$ cat src/rtl/console_pkg.sv
// Shared constants and helpers for the text-console cell-address pipeline.
package console_pkg;

  localparam int STREAM_W = 26;
  localparam int ACTIVE   = 0;
  localparam int VS       = 1;
  localparam int HS       = 2;
  localparam int YC_LSB   = 3;
  localparam int YC_MSB   = 12;
  localparam int XC_LSB   = 13;
  localparam int XC_MSB   = 22;
  localparam int RGB_LSB  = 23;
  localparam int RGB_MSB  = 25;

  // Modulo add for two row indices that are both already below rows.
  function automatic logic [9:0] row_wrap_add(input logic [9:0] a, input logic [9:0] b,
                                              input int rows);
    logic [10:0] sum;
    sum = {1'b0, a} + {1'b0, b};
    if (sum >= 11'(rows)) begin
      sum = sum - 11'(rows);
    end else begin
      sum = sum;
    end
    return sum[9:0];
  endfunction

endpackage

$ cat src/rtl/console_scroll_ctl.sv
// Scroll request handshake, top-row pointer and frame blink counter.
module console_scroll_ctl
  import console_pkg::*;
#(
  parameter int ROWS       = 30,
  parameter int BLINK_LOG2 = 5
) (
  input  logic                  clk_i,
  input  logic                  rst_ni,
  input  logic                  frame_start_i,
  input  logic                  scroll_req_i,
  output logic [9:0]            top_row_o,
  output logic [BLINK_LOG2-1:0] blink_o,
  output logic                  scroll_ack_o
);

  logic                  pending_q, pending_d;
  logic                  consumed_q, consumed_d;
  logic [9:0]            top_row_q, top_row_d;
  logic [BLINK_LOG2-1:0] blink_q, blink_d;
  logic                  ack_q, ack_d;
  logic                  want_s;
  logic                  fire_s;

  // A request level that was already served by an ack stays blocked until it drops.
  always_comb begin
    want_s     = pending_q || (scroll_req_i && !consumed_q);
    fire_s     = frame_start_i && want_s;
    pending_d  = want_s && !fire_s;
    ack_d      = fire_s;
    top_row_d  = top_row_q;
    consumed_d = consumed_q;
    blink_d    = blink_q;
    if (fire_s) begin
      top_row_d  = row_wrap_add(top_row_q, 10'd1, ROWS);
      consumed_d = scroll_req_i;
    end else if (!scroll_req_i) begin
      consumed_d = 1'b0;
    end else begin
      consumed_d = consumed_q;
    end
    if (frame_start_i) begin
      blink_d = blink_q + BLINK_LOG2'(1);
    end else begin
      blink_d = blink_q;
    end
  end

  always_ff @(posedge clk_i or negedge rst_ni) begin
    if (!rst_ni) begin
      pending_q  <= 1'b0;
      consumed_q <= 1'b0;
      top_row_q  <= 10'd0;
      blink_q    <= '0;
      ack_q      <= 1'b0;
    end else begin
      pending_q  <= pending_d;
      consumed_q <= consumed_d;
      top_row_q  <= top_row_d;
      blink_q    <= blink_d;
      ack_q      <= ack_d;
    end
  end

  assign top_row_o    = top_row_q;
  assign blink_o      = blink_q;
  assign scroll_ack_o = ack_q;

endmodule

$ cat src/rtl/dyn_console_scroll.sv
// Two-stage pipeline mapping each pixel to its character cell VRAM address,
// cell origin and cursor hit, with a hardware-scrolled top row.
module dyn_console_scroll
  import console_pkg::*;
#(
  parameter int GLYPH_LOG2 = 4,
  parameter int COLS       = 40,
  parameter int ROWS       = 30,
  parameter int ADDR_W     = 11,
  parameter int BLINK_LOG2 = 5
) (
  input  logic                px_clk,
  input  logic                reset_n,
  input  logic [STREAM_W-1:0] RGBStr_i,
  input  logic                scroll_req,
  input  logic                cursor_en,
  input  logic [9:0]          cursor_x,
  input  logic [9:0]          cursor_y,
  output logic [STREAM_W-1:0] RGBStr_o,
  output logic [ADDR_W-1:0]   addr_vram,
  output logic [9:0]          pos_x,
  output logic [9:0]          pos_y,
  output logic                in_text,
  output logic                cursor_hit,
  output logic                scroll_ack,
  output logic [9:0]          top_row
);

  logic [9:0]            xc_s, yc_s, col_s, row_s, eff_row_s;
  logic                  inside_s, cur_s, frame_start_s;
  logic [BLINK_LOG2-1:0] blink_s;

  logic [9:0]            col_q, row_q, eff_row_q;
  logic                  inside_q, cur_q;
  logic [STREAM_W-1:0]   str1_q;

  logic [19:0]           lin_s;
  logic [ADDR_W-1:0]     addr_d, addr_q;
  logic [9:0]            pos_x_q, pos_y_q;
  logic                  in_text_q, hit_d, hit_q;
  logic [STREAM_W-1:0]   str2_q;

  console_scroll_ctl #(
    .ROWS       (ROWS),
    .BLINK_LOG2 (BLINK_LOG2)
  ) u_ctl (
    .clk_i         (px_clk),
    .rst_ni        (reset_n),
    .frame_start_i (frame_start_s),
    .scroll_req_i  (scroll_req),
    .top_row_o     (top_row),
    .blink_o       (blink_s),
    .scroll_ack_o  (scroll_ack)
  );

  // eff_row is only meaningful for rows on screen; off-screen addresses are forced to 0 later.
  always_comb begin
    xc_s          = RGBStr_i[XC_MSB:XC_LSB];
    yc_s          = RGBStr_i[YC_MSB:YC_LSB];
    col_s         = xc_s >> GLYPH_LOG2;
    row_s         = yc_s >> GLYPH_LOG2;
    frame_start_s = (xc_s == 10'd0) && (yc_s == 10'd0);
    inside_s      = (col_s < 10'(COLS)) && (row_s < 10'(ROWS));
    eff_row_s     = row_wrap_add(row_s, top_row, ROWS);
    cur_s         = cursor_en && (col_s == cursor_x) && (row_s == cursor_y);
  end

  always_comb begin
    lin_s = 20'(eff_row_q) * 20'(COLS) + 20'(col_q);
    if (inside_q) begin
      addr_d = lin_s[ADDR_W-1:0];
    end else begin
      addr_d = '0;
    end
    hit_d = cur_q && inside_q && blink_s[BLINK_LOG2-1];
  end

  always_ff @(posedge px_clk or negedge reset_n) begin
    if (!reset_n) begin
      col_q     <= 10'd0;
      row_q     <= 10'd0;
      eff_row_q <= 10'd0;
      inside_q  <= 1'b0;
      cur_q     <= 1'b0;
      str1_q    <= '0;
      addr_q    <= '0;
      pos_x_q   <= 10'd0;
      pos_y_q   <= 10'd0;
      in_text_q <= 1'b0;
      hit_q     <= 1'b0;
      str2_q    <= '0;
    end else begin
      col_q     <= col_s;
      row_q     <= row_s;
      eff_row_q <= eff_row_s;
      inside_q  <= inside_s;
      cur_q     <= cur_s;
      str1_q    <= RGBStr_i;
      addr_q    <= addr_d;
      pos_x_q   <= col_q << GLYPH_LOG2;
      pos_y_q   <= row_q << GLYPH_LOG2;
      in_text_q <= inside_q;
      hit_q     <= hit_d;
      str2_q    <= str1_q;
    end
  end

  assign RGBStr_o   = str2_q;
  assign addr_vram  = addr_q;
  assign pos_x      = pos_x_q;
  assign pos_y      = pos_y_q;
  assign in_text    = in_text_q;
  assign cursor_hit = hit_q;

endmodule

$ cat config.mk
export PLATFORM = sky130hd
export DESIGN_NAME = dyn_console_scroll
export DESIGN_NICKNAME = d
export VERILOG_FILES = /design/src/rtl/console_pkg.sv /design/src/rtl/console_scroll_ctl.sv /design/src/rtl/dyn_console_scroll.sv
export SDC_FILE = /design/constraint.sdc
export NUM_CORES = 1
export LEC_CHECK = 0
export BUFFER_PORTS_ARGS = -buffer_cell sky130_fd_sc_hd__buf_4
export CORE_MARGIN = 2
export CORE_UTILIZATION = 50
export CTS_BUF_LIST = sky130_fd_sc_hd__clkbuf_2
export DETAILED_ROUTE_END_ITERATION = 7
export PLACE_DENSITY = 0.76
export SLEW_MARGIN = 15
export SYNTH_ARGS = -nofsm -noshare
export SYNTH_HDL_FRONTEND = slang
export SYNTH_SLANG_ARGS = --single-unit
$ cat constraint.sdc
create_clock -name px_clk -period 5.7 [get_ports px_clk]
set_input_delay 1.14 -clock px_clk [delete_from_list [all_inputs] [get_ports px_clk]]
set_output_delay 1.14 -clock px_clk [all_outputs]
set_load 0.05 [all_outputs]
==> flow_metrics.py, run 1 <==
metrics = {
    "setup_path": {
        "cpPeakStageDelay_ns": 0.47,
        "crit_buf_inv": 1,
        "critical_path.slowest_cell": "or3_1",
        "end_kind": "flip-flop",
        "crit_chain": "buf_4 -> ha_1 -> fa_1 -> a211oi_1 -> o21bai_1 -> a21oi_1 -> xnor2_1 -> or3_1 -> nor2_1 -> mux2_1",
        "critPathLaunchType": "primary input",
        "crit_arrival_ns": 3.72,
        "worst-path-max-fanout": 4,
        "worstSetupPathType": "primary input to flip-flop",
        "cpLargestDelayFamily": "simple AND/OR/NAND/NOR gates",
        "crit_required_ns": 6.13,
    },
    "power": {
        "irDropWorstVdd_mv": 0.1277,
        "p_leak_nw": 2.565,
        "power.total_mw": 1.339,
        "power_density_nw_per_um2": 246.6,
    },
    "drt": {
        "first_iter_violations": 114,
        "route.detailed.drc": 0,
        "wl_met3_um": 522,
        "detail_route.vias_per_cell": 5.426,
        "wl_met2_um": 5055,
        "drt_first_pass_iters": 7,
        "met1Wirelength_um": 3887,
        "wl_um": 9594,
        "vias": 3348,
        "top_layer_used": "met4",
        "ant_nets": 0,
        "wl_per_cell_um": 15.55,
    },
    "synthesis": {
        "yosysTopAreaCell": "dfrtp_1",
        "synth_ff_type": "dfrtp_1",
        "yosysTopAreaCellShare_pct": 51.35,
        "yosys_warnings": 0,
        "async_reset_ff_share_pct": 100.0,
        "ys_seq_elements": 93,
        "ys_top_cells_by_area": "dfrtp_1, ha_1, xnor2_1",
        "yosys-top-cells-count": "dfrtp_1, nand2_1, xnor2_1",
        "seq_area_frac_synth_pct": 51.35,
        "synth_area_um2": 4532,
        "synth_edf_count": 0,
        "synthDistinctLibCells": 61,
        "syn_avg_cell_area_um2": 11.16,
        "synth_cells": 406,
        "synth_most_common_cell": "dfrtp_1",
    },
    "timing": {
        "clock_skew_ns": 0.02664,
        "fin_crit_ns": 3.287,
        "setup_viol": 0,
        "hold_viol": 0,
        "worst_pin_slew_ns": 0.7984,
        "fin_setup_tns_ns": 0,
        "final_max_slew_viol_count": 0,
        "fmax_mhz": 304.2,
        "grt_setup_unrepaired": "no",
        "relSlewSlack_pct": 46.77,
        "min_period_over_period_pct": 57.67,
    },
    "clocking": {
        "post_cts_resized": 0,
        "cts_max_path_buffers": 2,
        "ctsHoldBuffers": 0,
        "cts_tree": "yes",
        "clkTransAtPathRegs_ns": 0.28,
        "insertion_delay_ns": 0.55,
        "htreeDepth": 3,
        "numCtsBuffers": 9,
        "root_buffer": "clkbuf_2",
        "post_cts_buffers": 0,
        "cts_sinks": 93,
    },
    "final_layout": {
        "final_util_pct": 61.98,
        "drive_gt1_share_pct": 26.13,
        "diodes": 0,
        "area_growth_pct": 19.85,
        "fillerInstances": 723,
        "layout.nets": 580,
    },
    "global_route": {
        "grt_antenna_before_repair": 0,
        "grt_pass1_wl_um": 15880,
        "grt_pass1_vias": 3359,
        "grt_start_max_net_pins": 94,
        "grtUsageTotal_pct": 20.08,
        "grt_overflow_total": 0,
    },
    "floorplanning": {
        "core_region_area_um2": 8763,
        "row_count": 34,
        "die_w_um": 99.21,
        "start_util_pct": 51.71,
        "boundaryPins": 120,
        "die_area_um2": 9842,
        "die_h_um": 99.21,
    },
    "run_status": {
        "status": "finished, final reports clean",
    },
    "placement": {
        "gp_congestion": 0.8872,
        "post-dp-hpwl_um": 7311,
        "portBuffers": 111,
    },
    "hold_path": {
        "hold_class": "flip-flop to flip-flop",
    },
    "job": {
        "drv_cap": 0,
    },
}
## worst register-to-register path, stage by stage, from the launching register on
cell	delay, ns
dfrtp_1	0.59
ha_1	0.31
fa_1	0.41
a211oi_1	0.31
o21bai_1	0.16
a21oi_1	0.19
xnor2_1	0.13
or3_1	0.47
nor2_1	0.20
mux2_1	0.35
## cell families (layout without fill, tap and decap cells)
| family | count (synthesis) | in the layout | synth area share (%) |
|---|---|---|---|
| AND/OR/NAND/NOR | 124 | 124 | 14.63 |
| flip-flops | 93 | 93 | 51.35 |
| AO/OA/AOI/OAI | 69 | 69 | 10.74 |
| buffers and inverters | 44 | 140 | 5.494 |
| XOR/XNOR | 41 | 41 | 7.924 |
| adder cells (fa/ha/maj) | 26 | 26 | 7.675 |
| multiplexers | 8 | 8 | 2.098 |
| other | 1 | 8 | 0.08275 |
## worst paths after layout
kind,endpoint,cells past startpoint,slack (ns),startpoint
worst max-delay path,eff_row_q[2],10,2.41,RGBStr_i[7]
worst min-delay path,RGBStr_o[9],0,0.35,str1_q[9]
worst max register to register,eff_row_q[2],9,2.50,u_ctl.top_row_o[0]
worst min register to register,RGBStr_o[9],0,0.35,str1_q[9]
max in group asynchronous,eff_row_q[7],1,4.52,reset_n
min in group asynchronous,RGBStr_o[1],1,0.59,reset_n
## sequential cells by signal, summed over array words and instances, names as in the netlist, 5 cells and up
| signal | flops |
|---|---|
| RGBStr_o | 26 |
| addr_vram | 11 |
| u_ctl.blink_o | 5 |
| u_ctl.top_row_o | 10 |
| str1_q | 26 |
| eff_row_q | 8 |
## routing by layer
metal,vias up,track usage [%]
li1,1607,-
met1,1618,24.28
met2,112,36.38
met3,11,4.287
met4,0,5.269
met5,-,0
## through the flow
step	setup WS [ns]	cells	hold WS (ns)	area (um2)
2_1_floorplan	2.184	413	0.3312	4558
5_1_grt	2.226	617	0.3554	5431
3_3_place_gp	1.904	601	0.3320	5326
3_5_place_dp	1.886	601	0.3347	5326
6_report	2.413	617	0.3514	5431
4_1_cts	2.460	617	0.3373	5428
## cell type report
class	instances	area [um2]	share of cell area, %
clock buffer	9	45.04	0.8293
clock inverter	7	56.30	1.037
inverter	13	48.80	0.8984
multi-input combinational	276	1982	36.49
sequential	93	2327	42.85
tap	108	135.1	2.488
timing repair buffer	111	837.1	15.41
## power by group
group          internal [mW]  leakage, nW  switching (mW)  total [mW]
Clock                 0.0631       0.0585           0.232       0.295
Combinational          0.125         1.38           0.206       0.331
Sequential             0.698         1.13          0.0159       0.714
## cell usage in the layout (no fill, tap or decap), types with 3 or more instances in the layout
cell type / synthesis / final
xor2_1: 16 / 16
fa_1: 3 / 3
nand3_1: 7 / 7
inv_1: 12 / 12
nand2_1: 28 / 28
o21ai_1: 6 / 6
mux2i_1: 5 / 5
a21o_1: 5 / 5
clkbuf_2: 0 / 9
dfrtp_1: 93 / 93
buf_4: 21 / 110
o21a_1: 3 / 3
nor3_1: 12 / 12
nor2_1: 19 / 19
o21ai_0: 9 / 9
a311oi_1: 3 / 3
conb_1: 1 / 8
nand4_1: 7 / 7
and2_1: 13 / 13
xnor2_1: 25 / 25
nand2b_1: 4 / 4
a21oi_1: 15 / 15
a31oi_1: 3 / 3
nor4_1: 12 / 12
ha_1: 23 / 23
nor2b_1: 3 / 3
and3_1: 5 / 5
Note: power is estimated with default switching activity, not from simulation.
==> inputs of run 2 (changes only) <==
--- a/config.mk
+++ b/config.mk
@@ -7,10 +7,10 @@
 export LEC_CHECK = 0
 export BUFFER_PORTS_ARGS = -buffer_cell sky130_fd_sc_hd__buf_4
 export CORE_MARGIN = 2
-export CORE_UTILIZATION = 50
+export CORE_UTILIZATION = 49
 export CTS_BUF_LIST = sky130_fd_sc_hd__clkbuf_2
 export DETAILED_ROUTE_END_ITERATION = 7
-export PLACE_DENSITY = 0.76
+export PLACE_DENSITY = 0.78
 export SLEW_MARGIN = 15
 export SYNTH_ARGS = -nofsm -noshare
 export SYNTH_HDL_FRONTEND = slang
==> constraint.sdc (replaced) <==
create_clock -name px_clk -period 2.94 [get_ports px_clk]
set_input_delay 0.588 -clock px_clk [delete_from_list [all_inputs] [get_ports px_clk]]
set_output_delay 0.588 -clock px_clk [all_outputs]
set_load 0.05 [all_outputs]
==> flow_metrics.py, run 2 (synthesis results as in run 1) <==
metrics = {
    "drt": {
        "vias": 3389,
        "wl_per_cell_um": 14.72,
        "drt_first_pass_iters": 4,
        "first_iter_violations": 159,
        "detail_route.vias_per_cell": 5.271,
        "ant_nets": 0,
        "wl_um": 9464,
        "route.detailed.drc": 0,
    },
    "setup_path": {
        "cp.depth": 9,
        "rr_startpoint": "u_ctl.top_row_o[0]",
        "worstSetupPathType": "flip-flop to flip-flop",
        "critical_path.slowest_cell": "dfrtp_4",
        "critPathLaunchType": "flip-flop",
        "crit_path_start": "u_ctl.top_row_o[0]",
        "crit_chain": "ha_1 -> fa_1 -> a211oi_2 -> o21bai_1 -> a21oi_1 -> xnor2_1 -> or3_1 -> nor2_2 -> mux2_1",
        "cpPeakStageDelay_ns": 0.53,
        "crit_buf_inv": 0,
        "crit_required_ns": 3.38,
        "worstRegToRegCells": 9,
        "cpLargestDelayFamily": "adder cells",
        "end_kind": "flip-flop",
        "worst-path-max-fanout": 2,
        "crit_arrival_ns": 3.18,
    },
    "run_status": {
        "status": "finished, final reports clean",
    },
    "placement": {
        "gp_congestion": 0.9287,
        "post-dp-hpwl_um": 7373,
        "portBuffers": 111,
        "place_ws_ns": -0.04388,
    },
    "hold_path": {
        "hold_class": "primary input to flip-flop",
        "hold_depth": 1,
        "min_from": "RGBStr_i[3]",
    },
    "clocking": {
        "numCtsBuffers": 9,
        "htreeDepth": 3,
        "cts_sinks": 93,
        "root_buffer": "clkbuf_2",
        "cts_max_path_buffers": 2,
        "clkTransAtPathRegs_ns": 0.26,
        "insertion_delay_ns": 0.55,
        "cts_tree": "yes",
    },
    "power": {
        "p_leak_nw": 2.711,
        "irDropWorstVdd_mv": 0.2221,
        "power_density_nw_per_um2": 486.4,
    },
    "global_route": {
        "grt_overflow_total": 0,
        "grt_antenna_before_repair": 0,
        "grt_pass1_wl_um": 16040,
        "grtUsageTotal_pct": 20.15,
        "grt_start_max_net_pins": 62,
        "grt_pass1_vias": 3370,
    },
    "timing": {
        "grt_setup_unrepaired": "no",
        "clock_skew_ns": 0.02797,
        "final_max_slew_viol_count": 0,
        "setup_viol": 0,
        "fin_crit_ns": 2.745,
        "fmax_mhz": 364.2,
        "fin_setup_tns_ns": 0,
        "hold_ws_ns": 0.1289,
        "worst_pin_slew_ns": 0.6012,
        "relSlewSlack_pct": 59.92,
        "min_period_over_period_pct": 93.38,
        "hold_viol": 0,
        "worst_slack_ns": 0.1945,
    },
    "final_layout": {
        "drive_gt1_share_pct": 30.08,
        "mostFrequentLayoutCells": "buf_4, dfrtp_1, nand2_1",
        "layout_commonest_cell": "buf_4",
        "layout.nets": 603,
        "final_util_pct": 62.29,
        "diodes": 0,
        "area_growth_pct": 25.21,
    },
    "floorplanning": {
        "boundaryPins": 120,
        "row_count": 35,
        "die_area_um2": 10030,
        "core_region_area_um2": 9109,
        "die_h_um": 100.2,
        "start_util_pct": 49.75,
        "die_w_um": 100.2,
    },
    "job": {
        "drv_cap": 0,
    },
}
run 2: changes by cell type in the layout (fill, tap and decap cells not counted), sizes merged:
cell / previous run / this run
dlygate4sd3: 0 / 1
inv: 15 / 14
buf: 111 / 133
clkinvlp: 2 / 0
clkbuf: 9 / 10
bufinv: 0 / 2
run 2: path summary, 6_finish.rpt:
check	endpoint	slack, ns
min	str1_q[3]	0.13
min reg2reg	RGBStr_o[10]	0.36
max in group asynchronous	RGBStr_o[12]	1.80
max	eff_row_q[2]	0.19
max reg2reg	eff_row_q[2]	0.19
min in group asynchronous	addr_vram[9]	0.50
run 2: per-stage QoR:
step           power, mW  instances  area, um2
2_1_floorplan      1.857        413       4569
3_3_place_gp       2.052        626       5519
3_5_place_dp       2.070        626       5519
4_1_cts            2.780        643       5673
5_1_grt            2.891        643       5674
6_report           2.760        643       5674
run 2: cell type report:
class                           count  area, um2
Tap cell                          111      138.9
Fill cell                         723       3435
Timing Repair Buffer              134       1021
Sequential cell                    93       2332
Clock inverter                      6      93.84
Inverter                           13      48.80
Clock buffer                       10      50.05
Multi-Input combinational cell    276       1989
run 2: where the power goes:
part,switching (mW),internal [mW],total [mW],leakage [nW]
Clock,0.422,0.295,0.717,0.0884
Sequential,0.0299,1.35,1.38,1.13
Combinational,0.406,0.254,0.660,1.50
Total,0.858,1.90,2.76,2.71
run 2: repair_timing:
item                       CTS  global route
hold endpoints to repair    32             0
buffers inserted             0             0
hold buffers                 1             0
resized for setup            0             1
setup endpoints to repair    0             2
run 2: routing by layer:
| metal | part of all wire, % | up-vias | GRT usage, % |
|---|---|---|---|
| li1 | - | 1650 | - |
| met1 | 43 | 1606 | 24.68 |
| met2 | 50 | 112 | 35.88 |
| met3 | 4.9 | 21 | 3.064 |
| met4 | 1.9 | 0 | 7.692 |
| met5 | 0 | - | 0 |
